==> src/rtl/cordic_sched_pkg.sv <==
// cordic_sched_pkg: state encoding, angle constants and widths shared by cordic_scheduler
package cordic_sched_pkg;
  localparam int ANG_W = 17;
  localparam int XY_W = 17;
  localparam logic signed [ANG_W-1:0] ANG_90 = 17'sd23040;
  localparam logic signed [ANG_W-1:0] ANG_180 = 17'sd46080;
  typedef enum logic [2:0] {S_IDLE, S_CHECK, S_LOAD, S_START, S_WAIT, S_DONE} state_e;
endpackage

==> src/rtl/cordic_rr_arbiter.sv <==
// cordic_rr_arbiter: one-hot grant of the first asserted request at or after ptr_i
module cordic_rr_arbiter #(
  parameter int N = 4,
  parameter int PW = $clog2(N)
) (
  input  logic [N-1:0]  req_i,
  input  logic [PW-1:0] ptr_i,
  output logic [N-1:0]  gnt_o
);
  logic [PW-1:0] j;
  // Scan from farthest to nearest so the closest request to the pointer wins.
  always_comb begin
    gnt_o = '0;
    j = '0;
    for (int k = N - 1; k >= 0; k--) begin
      j = PW'((int'(ptr_i) + k) % N);
      if (req_i[j]) begin
        gnt_o = '0;
        gnt_o[j] = 1'b1;
      end
    end
  end
endmodule

==> src/rtl/cordic_scheduler.sv <==
// cordic_scheduler: round-robin sharing of one sin/cos CORDIC core with quadrant folding.
// Define CORDIC_SCHED_TIMEOUT_EN to add a watchdog on the core's valid_out.
module cordic_scheduler
  import cordic_sched_pkg::*;
#(
  parameter int NUM_REQ = 4,
  parameter int THETA_BITS = ANG_W - 1,
  parameter int XY_BITS = XY_W - 1,
  parameter logic [XY_BITS:0] CORDIC_X0 = 17'd19899,
  parameter int TIMEOUT_CYCLES = 64
) (
  input  logic                            clk,
  input  logic                            rst_n,
  input  logic [NUM_REQ-1:0]              req_valid,
  input  logic [NUM_REQ*(THETA_BITS+1)-1:0] req_theta,
  output logic [NUM_REQ-1:0]              req_ready,
  output logic [NUM_REQ-1:0]              rsp_valid,
  output logic [XY_BITS:0]                rsp_sin,
  output logic [XY_BITS:0]                rsp_cos,
  output logic                            rsp_err,
  output logic                            cordic_rst,
  output logic                            cordic_init,
  output logic                            cordic_valid_in,
  output logic [XY_BITS:0]                cordic_x_i,
  output logic [XY_BITS:0]                cordic_y_i,
  output logic [THETA_BITS:0]             cordic_theta_i,
  input  logic                            cordic_valid_out,
  input  logic [XY_BITS:0]                cordic_x_o,
  input  logic [XY_BITS:0]                cordic_y_o
);
  localparam int PW = $clog2(NUM_REQ);
  localparam int TH = THETA_BITS + 1;
  state_e state_q, state_d;
  logic [PW-1:0] ptr_q, ptr_d, idx_q, idx_d, gnt_idx;
  logic signed [THETA_BITS:0] ang_q, ang_d, theta_q, theta_d;
  logic signed [XY_BITS:0] sin_q, sin_d, cos_q, cos_d;
  logic neg_sin_q, neg_sin_d, neg_cos_q, neg_cos_d, err_q, err_d;
  logic [NUM_REQ-1:0] gnt;
  logic oor, tmo_hit;

  cordic_rr_arbiter #(.N(NUM_REQ), .PW(PW)) u_arb (
    .req_i(req_valid),
    .ptr_i(ptr_q),
    .gnt_o(gnt)
  );

  always_comb begin
    gnt_idx = '0;
    for (int i = 0; i < NUM_REQ; i++) if (gnt[i]) gnt_idx = PW'(i);
  end

`ifdef CORDIC_SCHED_TIMEOUT_EN
  localparam int TW = $clog2(TIMEOUT_CYCLES + 1);
  logic [TW-1:0] tmo_q;
  always_ff @(posedge clk or negedge rst_n)
    if (!rst_n) tmo_q <= '0;
    else tmo_q <= (state_q == S_WAIT) ? tmo_q + TW'(1) : '0;
  assign tmo_hit = (state_q == S_WAIT) && (tmo_q == TW'(TIMEOUT_CYCLES - 1));
`else
  assign tmo_hit = 1'b0;
`endif

  assign oor = (ang_q > ANG_180) || (ang_q < -ANG_180);

  always_comb begin
    state_d = state_q;
    ptr_d = ptr_q;
    idx_d = idx_q;
    ang_d = ang_q;
    theta_d = theta_q;
    neg_sin_d = neg_sin_q;
    neg_cos_d = neg_cos_q;
    err_d = err_q;
    sin_d = sin_q;
    cos_d = cos_q;
    case (state_q)
      S_IDLE: if (|gnt) begin
        idx_d = gnt_idx;
        ang_d = req_theta[gnt_idx*TH +: TH];
        state_d = S_CHECK;
      end
      S_CHECK: if (oor) begin
        err_d = 1'b1;
        sin_d = '0;
        cos_d = '0;
        state_d = S_DONE;
      end else begin
        neg_sin_d = ang_q[THETA_BITS];
        neg_cos_d = (ang_q > ANG_90) || (ang_q < -ANG_90);
        theta_d = (ang_q > ANG_90) ? ANG_180 - ang_q :
                  (ang_q < -ANG_90) ? ang_q + ANG_180 :
                  ang_q[THETA_BITS] ? -ang_q : ang_q;
        state_d = S_LOAD;
      end
      S_LOAD: state_d = S_START;
      S_START: state_d = S_WAIT;
      S_WAIT: if (cordic_valid_out) begin
        sin_d = neg_sin_q ? -$signed(cordic_y_o) : $signed(cordic_y_o);
        cos_d = neg_cos_q ? -$signed(cordic_x_o) : $signed(cordic_x_o);
        err_d = 1'b0;
        state_d = S_DONE;
      end else if (tmo_hit) begin
        err_d = 1'b1;
        sin_d = '0;
        cos_d = '0;
        state_d = S_DONE;
      end
      S_DONE: begin
        ptr_d = (idx_q == PW'(NUM_REQ - 1)) ? '0 : idx_q + PW'(1);
        state_d = S_IDLE;
      end
      default: state_d = S_IDLE;
    endcase
  end

  always_ff @(posedge clk or negedge rst_n)
    if (!rst_n) begin
      state_q <= S_IDLE;
      ptr_q <= '0;
      idx_q <= '0;
      ang_q <= '0;
      theta_q <= '0;
      neg_sin_q <= 1'b0;
      neg_cos_q <= 1'b0;
      err_q <= 1'b0;
      sin_q <= '0;
      cos_q <= '0;
    end else begin
      state_q <= state_d;
      ptr_q <= ptr_d;
      idx_q <= idx_d;
      ang_q <= ang_d;
      theta_q <= theta_d;
      neg_sin_q <= neg_sin_d;
      neg_cos_q <= neg_cos_d;
      err_q <= err_d;
      sin_q <= sin_d;
      cos_q <= cos_d;
    end

  assign req_ready = (state_q == S_IDLE) ? gnt : '0;
  assign rsp_valid = (state_q == S_DONE) ? NUM_REQ'(1) << idx_q : '0;
  assign rsp_sin = sin_q;
  assign rsp_cos = cos_q;
  assign rsp_err = err_q;
  assign cordic_rst = ~rst_n;
  assign cordic_init = state_q == S_LOAD;
  assign cordic_valid_in = state_q == S_START;
  assign cordic_x_i = CORDIC_X0;
  assign cordic_y_i = '0;
  assign cordic_theta_i = theta_q;
endmodule

==> config.mk <==
export PLATFORM = sky130hd
export DESIGN_NAME = cordic_scheduler
export DESIGN_NICKNAME = d
export VERILOG_FILES = /design/src/rtl/cordic_sched_pkg.sv /design/src/rtl/cordic_rr_arbiter.sv /design/src/rtl/cordic_scheduler.sv
export SDC_FILE = /design/constraint.sdc
export NUM_CORES = 1
export LEC_CHECK = 0
export BUFFER_PORTS_ARGS = -buffer_cell sky130_fd_sc_hd__clkbuf_2
export CAP_MARGIN = 5
export CORE_ASPECT_RATIO = 1.75
export CORE_MARGIN = 5
export CORE_UTILIZATION = 50
export DETAILED_ROUTE_END_ITERATION = 10
export PLACE_DENSITY_LB_ADDON = 0.3
export SYNTH_ARGS = -nofsm -noshare
export SYNTH_HDL_FRONTEND = slang
export SYNTH_HIERARCHICAL = 1
export SYNTH_SLANG_ARGS = --single-unit
export TNS_END_PERCENT = 20
==> constraint.sdc <==
create_clock -name clk -period 10.3 [get_ports clk]
set_input_delay 2.575 -clock clk [delete_from_list [all_inputs] [get_ports clk]]
set_output_delay 2.575 -clock clk [all_outputs]
set_load 0.01 [all_outputs]
==> metrics.txt <==
status=finished clean; post-route ant nets=0; Max clock buf depth=2; Die Span Y=149 µm; number of CTS-inserted buffers=9; io pins=approximately 210; Synth Cell Area=0.00549 mm²; GRT Total Usage=a little over 20%; Worst slew margin=22.0%; Initial Utilization=around 51%; hpwl dp=10,800 µm; WP data arrival=approximately 4.8 ns; ys async rst share=100%; core area=0.0108 mm²; WL final=~14,000 µm; die width=89.2 µm; most common cell after layout, fill and taps aside=clkbuf_2; worst skew pair latency=around 0.32 ns; vias in the first global route=approximately 5.0k; final worst setup slack=2.91 ns; Worst EP required=slightly below 8 ns; vias per cell=roughly 5.5; post-synthesis sequential area ratio=35.6%; period utilisation layout=71.8%; fraction of layout cells with a size suffix above 1=28.4%; cell row count=50; top_reg_cell synth=dfrtp_1; GPL Wtd Cong=0.849; critical setup path kind=in -> out; number of enable flip-flop cells after synthesis=0; area of the multi-input gates=between 0.003 and 0.004 mm²; max-cap violation count=0; CP startpoint kind=primary input; # fillers=927; hold path start=rsp_err$_DFFE_PN0P_; Hold Path End=rsp_err$_DFFE_PN0P_; H-tree depth=3; peak fanout along the critical path=38; Area Growth Syn to Fin=20.2%; max-slew violations=0; commonest non-fill, non-tap cells in the layout=170 x clkbuf_2, 78 x dfrtp_1, 67 x nor2_1; Place WS=2.92 ns; Hold WC Path Type=reg -> reg; via count=4,941; # DRC=0; CTS tree=done; Max IR drop VDD=between 0.3 and 0.4 mV; nets=894; R2R Path Start=ptr_q[0]$_DFFE_PN0P_; synth unique cells=65; Reg clk slew, reported paths=~0.060 ns; total gr overflow=0; Final Hold Viols=0; setup tns final=0 ns; clk sink count=78; YS warnings=6; initial DRC count=144; Final min period=7.39 ns; I/O Buffers=171; leakage dissipation=3.22 nW; crit end category=output port; clock skew=0.00601 ns; syn_area_per_cell=8.91 µm²; Power Dens Cells=345 mW/mm²; Wirelength per Cell=around 15 µm; first-pass GRT wire length=22,200 µm; Gate Count Post-Synth=616; Seq cells post-synth=78; R2R setup slack=approximately 6 ns; CTS root buf=clkbuf_16; largest net degree at the start of global routing=49; post_cts resized=0; Least-Margin Pin Slew=1.17 ns; R2R depth=10; Fmax achieved=135 MHz; RSZ-0062 raised after global routing=no; utilization after layout=61.3%; FF-to-FF End=idx_q[0]$_DFFE_PN0P_; Reg area=roughly 0.0020 mm²; Pre-antenna DRT Iters=4; initial antenna violation count=0; Hold Path Depth=1; hold buffer count at cts=0; Final setup viols=0; Setup Fix Bufs, Post-CTS=0; die area=0.0133 mm²; diode count=0
power breakdown:
part,switching [W],internal (W)
Clock,0.000118,0.000194
Sequential,0.000176,0.000450
Combinational,0.000742,0.000597
logic make-up (layout without fill, tap and decap cells):
kind of cell,count (synthesis),count (layout),share of synthesized area [%]
other,2,34,0.137
buffers and inverters,86,210,8.50
XOR/XNOR,43,43,6.86
multiplexers,36,36,7.70
adder cells (fa/ha/maj),18,18,4.10
AND/OR/NAND/NOR,182,182,16.7
AO/OA/AOI/OAI,171,171,20.4
flip-flops,78,78,35.6
worst max-delay path by stage:
stage	startpoint	end	slack (ns)
after floorplan	req_valid[1]	req_ready[1]	3.13
after global placement	req_valid[1]	req_ready[2]	2.98
after detailed placement	req_valid[1]	req_ready[2]	2.92
after CTS	req_valid[1]	req_ready[2]	2.91
after global routing	req_valid[1]	req_ready[2]	2.69
final	req_valid[1]	req_ready[2]	2.91
area by class of cell:
cell class                      count  share of cell area (%)
Clock buffer                       11                    3.68
Clock inverter                      5                   0.891
Inverter                           18                    1.02
Multi-Input combinational cell    484                    48.8
Sequential cell                    78                    29.6
Tap cell                          130                    2.46
Timing Repair Buffer              176                    13.6
registers in the layout (all words and copies together) (netlist names):
signal	cells
neg_sin_q	1
rsp_cos	17
neg_cos_q	1
ptr_q	2
rsp_sin	17
idx_q	2
ang_q	17
rsp_err	1
state_q	3
cordic_theta_i	17
metal layers:
metal	up-vias	global-route usage, %	routed length [µm]
li1	2422	-	-
met1	2288	22.1	5040
met2	208	39.0	7380
met3	23	3.88	1010
met4	0	6.86	268
met5	-	0	0
stage by stage:
step	hold slack, ns	total power (W)	std cells	cell area, µm²
2_1_floorplan	0.518	0.00163	648	5610
3_3_place_gp	0.465	0.00192	886	6300
3_5_place_dp	0.475	0.00197	886	6300
4_1_cts	0.491	0.00229	902	6600
5_1_grt	0.510	0.00249	902	6600
6_report	0.488	0.00228	902	6600
worst max-delay path, stage by stage:
cell,delay (ns)
clkbuf_2,0.12
mux4_2,0.54
inv_1,0.08
a211oi_1,0.11
o31ai_4,1.01
and2_1,0.24
clkbuf_2,0.13
synthesized netlist by cell type (all sizes together), types with 3 or more instances:
cell type | n | area (µm²)
or4 | 6 | 52.6
inv | 18 | 67.6
a22o | 29 | 254
a211o | 3 | 26.3
o2bb2ai | 5 | 43.8
a21oi | 56 | 280
mux2i | 25 | 250
xor2 | 10 | 87.6
xnor2 | 33 | 289
a31oi | 8 | 50.1
dfrtp | 78 | 1950
clkbuf | 22 | 83.8
nand2 | 41 | 154
o31ai | 9 | 81.3
ha | 18 | 225
buf | 46 | 315
or2b | 3 | 23.8
nor2b | 8 | 52.6
o22ai | 6 | 37.5
nand2b | 8 | 57.6
and2 | 9 | 56.3
nor4 | 3 | 33.8
nor2 | 69 | 262
o211ai | 5 | 37.5
mux2 | 7 | 78.8
o21ai | 32 | 160
o41ai | 3 | 26.3
or2 | 3 | 18.8
nor3 | 11 | 55.1
nand3 | 7 | 35.0
mux4 | 4 | 93.8
o21a | 3 | 22.5
Note: power is estimated with default switching activity, not from simulation.
